--- src/rtl/maindec_mc.sv ---
// maindec_mc: multicycle LEGv8 main control FSM; accepts one opcode per instr_valid/instr_ready handshake.
// Latency to IDLE: R 3, LDUR 4+wait, STUR 3+wait, branch/illegal 2; memory states hold until mem_ready when MEM_WAIT=1.
module maindec_mc #(
  parameter bit MEM_WAIT = 1'b1,
  parameter bit EN_CBNZ  = 1'b1,
  parameter bit EN_B     = 1'b1,
  parameter int CNT_W    = 16
) (
  input  logic             clk,
  input  logic             reset,
  input  logic             instr_valid,
  input  logic [10:0]      Op,
  input  logic             mem_ready,
  output logic             instr_ready,
  output logic             IRWrite,
  output logic             Reg2Loc,
  output logic             ALUSrc,
  output logic             MemtoReg,
  output logic             RegWrite,
  output logic             MemRead,
  output logic             MemWrite,
  output logic             Branch,
  output logic [1:0]       ALUOp,
  output logic             BranchNZ,
  output logic             UncondBranch,
  output logic             PCWrite,
  output logic             illegal,
  output logic [CNT_W-1:0] retired
);

  typedef enum logic [3:0] {
    st_idle,
    st_decode,
    st_exec_r,
    st_wb_r,
    st_addr,
    st_mem_rd,
    st_wb_ld,
    st_mem_wr,
    st_br,
    st_ill
  } state_t;

  localparam logic [10:0] op_ldur = 11'b11111000010;
  localparam logic [10:0] op_stur = 11'b11111000000;
  localparam logic [10:0] op_add  = 11'b10001011000;
  localparam logic [10:0] op_sub  = 11'b11001011000;
  localparam logic [10:0] op_and  = 11'b10001010000;
  localparam logic [10:0] op_orr  = 11'b10101010000;

  state_t      state_q;
  state_t      state_d;
  logic [10:0] op_q;
  logic        retire;

  logic is_rtype;
  logic is_ldur;
  logic is_stur;
  logic is_cbz;
  logic is_cbnz;
  logic is_b;
  logic mem_go;

  // Classification always works from the latched opcode, never from the live Op bus.
  assign is_rtype = (op_q == op_add) || (op_q == op_sub) ||
                    (op_q == op_and) || (op_q == op_orr);
  assign is_ldur  = (op_q == op_ldur);
  assign is_stur  = (op_q == op_stur);
  assign is_cbz   = (op_q[10:3] == 8'b10110100);
  assign is_cbnz  = EN_CBNZ && (op_q[10:3] == 8'b10110101);
  assign is_b     = EN_B && (op_q[10:5] == 6'b000101);
  assign mem_go   = mem_ready || !MEM_WAIT;

  always_ff @(posedge clk or negedge reset) begin
    if (!reset) begin
      state_q <= st_idle;
    end else begin
      state_q <= state_d;
    end
  end

  always_ff @(posedge clk or negedge reset) begin
    if (!reset) begin
      op_q    <= '0;
      retired <= '0;
    end else begin
      if (state_q == st_idle && instr_valid) begin
        op_q <= Op;
      end
      if (retire) begin
        retired <= retired + CNT_W'(1);
      end
    end
  end

  always_comb begin
    state_d      = state_q;
    instr_ready  = 1'b0;
    IRWrite      = 1'b0;
    Reg2Loc      = 1'b0;
    ALUSrc       = 1'b0;
    MemtoReg     = 1'b0;
    RegWrite     = 1'b0;
    MemRead      = 1'b0;
    MemWrite     = 1'b0;
    Branch       = 1'b0;
    ALUOp        = 2'b00;
    BranchNZ     = 1'b0;
    UncondBranch = 1'b0;
    PCWrite      = 1'b0;
    illegal      = 1'b0;
    retire       = 1'b0;

    case (state_q)
      st_idle: begin
        instr_ready = 1'b1;
        IRWrite     = instr_valid;
        if (instr_valid) begin
          state_d = st_decode;
        end
      end
      st_decode: begin
        if (is_rtype) begin
          state_d = st_exec_r;
        end else if (is_ldur || is_stur) begin
          state_d = st_addr;
        end else if (is_cbz || is_cbnz || is_b) begin
          state_d = st_br;
        end else begin
          state_d = st_ill;
        end
      end
      st_exec_r: begin
        ALUOp   = 2'b10;
        state_d = st_wb_r;
      end
      st_wb_r: begin
        ALUOp    = 2'b10;
        RegWrite = 1'b1;
        retire   = 1'b1;
        state_d  = st_idle;
      end
      st_addr: begin
        ALUSrc  = 1'b1;
        Reg2Loc = is_stur;
        state_d = is_stur ? st_mem_wr : st_mem_rd;
      end
      st_mem_rd: begin
        ALUSrc  = 1'b1;
        MemRead = 1'b1;
        if (mem_go) begin
          state_d = st_wb_ld;
        end
      end
      st_wb_ld: begin
        MemtoReg = 1'b1;
        RegWrite = 1'b1;
        retire   = 1'b1;
        state_d  = st_idle;
      end
      st_mem_wr: begin
        ALUSrc   = 1'b1;
        Reg2Loc  = 1'b1;
        MemWrite = 1'b1;
        if (mem_go) begin
          retire  = 1'b1;
          state_d = st_idle;
        end
      end
      st_br: begin
        // B and CB-format encodings are disjoint, so is_b alone picks the flavour.
        PCWrite = 1'b1;
        if (is_b) begin
          UncondBranch = 1'b1;
        end else begin
          Branch   = 1'b1;
          Reg2Loc  = 1'b1;
          ALUOp    = 2'b01;
          BranchNZ = is_cbnz;
        end
        retire  = 1'b1;
        state_d = st_idle;
      end
      st_ill: begin
        illegal = 1'b1;
        state_d = st_idle;
      end
      default: begin
        state_d = st_idle;
      end
    endcase
  end

endmodule

--- config.mk ---
export PLATFORM = sky130hd
export DESIGN_NAME = maindec_mc
export DESIGN_NICKNAME = d
export VERILOG_FILES = /design/src/rtl/maindec_mc.sv
export SDC_FILE = /design/constraint.sdc
export NUM_CORES = 1
export LEC_CHECK = 0
export ABC_AREA = 1
export CAP_MARGIN = 5
export CORE_MARGIN = 2
export CORE_UTILIZATION = 50
export DETAILED_ROUTE_END_ITERATION = 10
export PLACE_DENSITY = 0.8
export SLEW_MARGIN = 20
export SYNTH_ARGS = -nofsm -noshare
export SYNTH_HDL_FRONTEND = slang
export SYNTH_SLANG_ARGS = --single-unit
--- constraint.sdc ---
create_clock -name clk -period 1.5 [get_ports clk]
set_clock_uncertainty 0.05 [all_clocks]
set_input_delay 0.3 -clock clk [delete_from_list [all_inputs] [get_ports clk]]
set_output_delay 0.3 -clock clk [all_outputs]
set_load 0.01 [all_outputs]
==> results of run 1 <==
per-stage QoR:
stage                     utilization  cell area [sq um]
after floorplan                     -               1922
after global placement         0.7507               2769
after detailed placement       0.7507               2769
after CTS                      0.9020               3327
Yosys cell counts (all sizes together), types with 2 or more instances:
cell	instances	area share
nand4	4	0.013
o21ai	20	0.058
a21boi	2	0.0078
xnor2	7	0.032
nor2	41	0.089
nor3	3	0.0078
nand2	110	0.22
dfrtp	31	0.40
buf	4	0.022
nor4	2	0.0065
inv	30	0.061
nand3	18	0.050
xor2	3	0.014
kinds of logic after synthesis:
logic type	count (synthesis)
simple gates	180
buf+inv	34
flops	31
compound gates	23
xor+xnor	10
fa+ha+maj	1
what timing repair did:
| item | CTS |
|---|---|
| hold buffers | 0 |
| setup endpoints to repair | 51 |
| buffers inserted | 27 |
| gates resized for setup | 170 |
| cloned | 4 |
| pin swaps | 25 |
==> results.md, run 1 <==
* Combinational family with the most area after synthesis: simple AND/OR/NAND/NOR gates
* Clock buffers created by TritonCTS at 5
* Largest net degree at the start of global routing at 32
* Worst Setup Slack post-DPL at -0.4741 ns
* IO Port Bufs at 45
* Post-synth EDFFs at 0
* Mux contribution to synthesized area at 0
* Yosys reg bits at 31
* Total number of H-tree levels at 2
* Number of ports placed on the die boundary at 46
* # rows at 22
* Chip Width at 65.96 um
* Placed insts at 415
* Xor/xnor cell area share of the yosys netlist at 0.04563
* Sum of net half-perimeters after detailed placement at 3714 um
* Die Y-Extent at 65.96 um
* Tool error: [ERROR DPL-0038] Utilization greater than 100%, impossible to legalize
* YS warnings at 0
* Async set-or-reset flop fraction in the synthesized netlist at 1.000
* Initial Util at 0.5204
* Clock buffer depth at 2
* Clock root buffer master: clkbuf_8
* Post-synthesis sequential area ratio at 0.4042
* Post-synthesis instance total at 279
* Post-synthesis cell type count at 27
* Type of pin the worst path ends at: output port
* CTS sink cnt at 31
* Adder-cell share of the synthesized area at 0.006519
* Run status: stopped before the end
* Syn_nets at 295
* Endpoint with the least setup slack after the last repair: Reg2Loc
* Cell area after technology mapping at 1919 sq um
* Area share of and/or/nand/nor cells after synthesis at 0.3924
* Stage at which the run stopped: global routing
* Routability congestion estimate from global placement at 0.8836
* Most frequently used flop master after synthesis: dfrtp_1
* Post-synthesis compound-gate area fraction at 0.06845
* Average footprint of a synthesized cell at 6.879 sq um
==> inputs of run 2 (changes only) <==
--- a/config.mk
+++ b/config.mk
@@ -8,9 +8,9 @@
 export ABC_AREA = 1
 export CAP_MARGIN = 5
 export CORE_MARGIN = 2
-export CORE_UTILIZATION = 50
+export CORE_UTILIZATION = 40
 export DETAILED_ROUTE_END_ITERATION = 10
-export PLACE_DENSITY = 0.8
+export PLACE_DENSITY_LB_ADDON = 0.15
 export SLEW_MARGIN = 20
 export SYNTH_ARGS = -nofsm -noshare
 export SYNTH_HDL_FRONTEND = slang
==> run 2 against run 1 <==
  * Area after synthesis unchanged
  * The flow now finishes, with violations (setup timing)
  * Synthesized cell count did not move
==> results.md, run 2 <==
* Run status: finished, violations left
* Violations in the final reports: setup timing
* Count of maximum capacitance violations at 0
* Xor/xnor cell area share of the yosys netlist at 0.04563 (unchanged)
* Fmax at 511.8 MHz
* Final critical delay including setup and external delays at 1.954 ns
* Initial DRC count at 156
* Routability congestion estimate from global placement at 0.8911 (+0.85%)
* Clock tree from TritonCTS: built
* Commonest non-fill, non-tap cell in the layout: nand2_1
* Initial Util at 0.4118 (-0.1085)
* Registers with the highest flip-flop counts: retired: 16 flops, op_q: 11 flops, state_q: 4 flops
* Post-synthesis sequential area ratio at 0.4042 (unchanged)
* RR Startpoint: state_q[0]$_DFFE_PN0P_
* Layout Cell Area excl Fill at 3432 sq um
* Cell chain of the critical path: nor2_4 -> nand2_4 -> nor3_4 -> nor2_2 -> nor2_1 -> o21ai_1 -> buf_2
* Most Used Layer, Global Route: met2
* IO Port Bufs at 45 (unchanged)
* Die area at 5368 sq um
* Worst Setup Slack post-DPL at -0.4302 ns (+0.04396 ns)
* Leak Pwr at 1.782 nW
* Placed insts at 420 (+1.2%)
* Number of nets with antenna violations after detailed routing at 0
* Combined global-route utilization of all metal layers at 0.2349
* YS warnings at 0 (unchanged)
* Setup ws final at -0.4538 ns
* Highest fanout seen on the critical path at 4
* Critical Path Sink Type: primary output
* Register with the most flip-flops: retired
* Post-route total power at 5.199 mW
* Transition at the pin with the smallest max-transition slack at 0.3425 ns
* Post-synthesis compound-gate area fraction at 0.06845 (unchanged)
* Cell area after technology mapping at 1919 sq um (unchanged)
* Data arrival, critical path at 1.60 ns
* Number of antenna violations at the first check in global routing at 0
* Clock transition at the registers of the reported paths at 0.07 ns
* CTS sink cnt at 31 (unchanged)
* Worst IR drop on VDD at 1.142 mV
* Sum of net half-perimeters after detailed placement at 3705 um (-0.23%)
* Top-area cell type share of the netlist area at 0.4042 (unchanged)
* Cell with the largest stage delay on the worst path: dfrtp_1
* Reg2Reg Setup Slack at -0.19 ns
* Element type at the critical path start: register
* Total number of H-tree levels at 2 (unchanged)
* Setup violation total in the final timing report at 34
* Chip Width at 73.27 um (+11%)
* Average footprint of a synthesized cell at 6.879 sq um (unchanged)
* # rows at 25 (+14%)
* Top cell type by total area after synthesis: dfrtp_1
* Post-synthesis cell type count at 27 (unchanged)
* Switching power share of the total at 0.4330
* Adder-cell share of the synthesized area at 0.006519 (unchanged)
* Clock buffer depth at 2 (unchanged)
* Commonest cells after routing, fill and taps aside: nand2_1 (81), buf_4 (49), buf_6 (29)
* Core area at 4661 sq um
* Number of global-route vias before repair at 2170
* Combinational group share of total power at 0.610
* Combinational family with the most area after synthesis: simple AND/OR/NAND/NOR gates
* Final period util at 1.303
* Placed instance area at 2769 sq um (unchanged)
* Power per unit of standard cell area at 1515 nW/um^2
* Met3 usage at 0.05213
* Number of ports placed on the die boundary at 46 (unchanged)
* First-pass GRT wire length at 9708 um
* Wirelength per Cell at 15.94 um
* Worst slew margin relative to its limit at 0.7693
* Final Hold Violating Endpoints at 0
* Total Nets Final at 416
* Remaining routing DRC violations at 0
* Area delta synth->final at 78.81%
* Fraction of layout instances using a drive strength above 1 at 0.4400
* Reg2reg path depth at 11
* Clock buffers created by TritonCTS at 5 (unchanged)
* Internal power contribution at 2.948 mW
* Required time of the critical path at 1.15 ns
* Area share of and/or/nand/nor cells after synthesis at 0.3924 (unchanged)
* Yosys reg bits at 31 (unchanged)
* RSZ-0062 raised after global routing: yes
* Most frequently used cell type in the post-synthesis netlist: nand2_1
* Worst-skew pair later-pin latency at 0.28 ns
* Critical setup path kind: register to primary output
* Largest net degree at the start of global routing at 32
* Switch Pwr at 2.251 mW
* Synth top cells by count: nand2_1 (107), nor2_1 (38), dfrtp_1 (31)
* CP max stage delay at 0.43 ns
* Synth top area cells: dfrtp_1 (40%), nand2_1 (21%), nor2_1 (7.4%), inv_1 (4.5%), nand3_1 (4.4%)
* Most frequently used flop master after synthesis: dfrtp_1
* Clock root buffer master: clkbuf_8
* ANT cells at 0
* Overall via count from detail_route at 2342
* DR pass1 iterations at 4
* Met1 demand-to-capacity share in global routing at 0.2595
* Post-synthesis instance total at 279 (unchanged)
* Hold-fix buffer count after cts at 0 (unchanged)
* Die Y-Extent at 73.27 um (+11%)
* Met2 GRT Util at 0.4394
* Final total negative setup slack at -5.709 ns
* Proportion of power drawn by flip-flops and latches at 0.259
* Mux contribution to synthesized area at 0 (unchanged)
* Per-cell via count in the routed design at 5.159
* R2r endpoint: retired[5]$_DFFE_PN0P_
* Async set-or-reset flop fraction in the synthesized netlist at 1.000 (unchanged)
* Part of the power in the clock network at 0.131
* Worst hold path class: primary input to async pin
* Wire length after detailed routing at 7236 um
* Number of cells in the finished layout apart from fillers at 454
* Number of flip-flops under the largest register name at 16
* Number of pins with negative max-slew slack in the final report at 0
* Syn_nets at 295 (unchanged)
* Post-synth EDFFs at 0 (unchanged)
* Remaining global-route overflow at 0
## run 2: layout make-up
class | instances | area, sq um
clock inverter | 1 | 5.005
inverter | 30 | 145.1
fill | 352 | 1229
tap | 54 | 67.56
clock buffer | 6 | 82.58
multi-input combinational | 214 | 1275
timing repair buffer | 116 | 1049
timing repair inverter | 2 | 22.52
sequential | 31 | 785.8
## run 2: per-stage QoR
stage                       util  hold WS [ns]
after floorplan                -      -0.04559
after global placement    0.5941        0.4534
after detailed placement  0.5941        0.4615
after CTS                 0.6765        0.3328
after global routing      0.7364        0.3506
final                     0.7364        0.3171
## run 2: power groups by stage
stage / Clock [mW] / Combinational (mW) / Sequential [mW]
finish: 0.682 / 3.17 / 1.35
global route: 0.727 / 3.40 / 1.37
CTS: 0.677 / 2.65 / 1.30
detailed placement: 0 / 2.14 / 1.32
global placement: 0 / 2.12 / 1.31
floorplan: 0 / 0.997 / 1.33
## run 2: routing by layer
layer  wire (um)  share of wire
met5           0              0
met1        2651           0.37
met3         349          0.048
met2        3861           0.53
met4         374          0.052
## run 2: repair_timing
| action | CTS | global route |
|---|---|---|
| setup buffers | 20 | 9 |
| gates resized for setup | 141 | 74 |
| setup endpoints to repair | 50 | 39 |
| pin swaps | 12 | 22 |
| cloned | 1 | 2 |
## run 2: kinds of logic after synthesis
logic type	count (synthesis)
and+or+nand+nor	180
buffers and inverters	34
DFF	31
AOI/OAI and AO/OA	23
xor gates and xnor gates	10
adders and majority gates	1
## run 2: how the worst max path moves through the flow
stage               cells after the start        to                    from  slack [ns]
floorplan                               3  BranchNZ  state_q[1]$_DFFE_PN0P_      0.0002
global placement                        4  BranchNZ  state_q[1]$_DFFE_PN0P_       -0.40
detailed placement                      4  BranchNZ  state_q[1]$_DFFE_PN0P_       -0.43
CTS                                     8   Reg2Loc     op_q[5]$_DFFE_PN0P_       -0.34
global route                            7   Reg2Loc     op_q[6]$_DFFE_PN0P_       -0.52
finish                                  7   Reg2Loc     op_q[6]$_DFFE_PN0P_       -0.45
## run 2: critical path, delay by kind of cell, from the launching register on
| family | cells | cell delay (ns) |
|---|---|---|
| AND/OR/NAND/NOR | 5 | 0.62 |
| flip-flops | 1 | 0.43 |
| buffers and inverters | 1 | 0.15 |
| AO/OA/AOI/OAI | 1 | 0.10 |
Power figures use the tool's default switching activity.
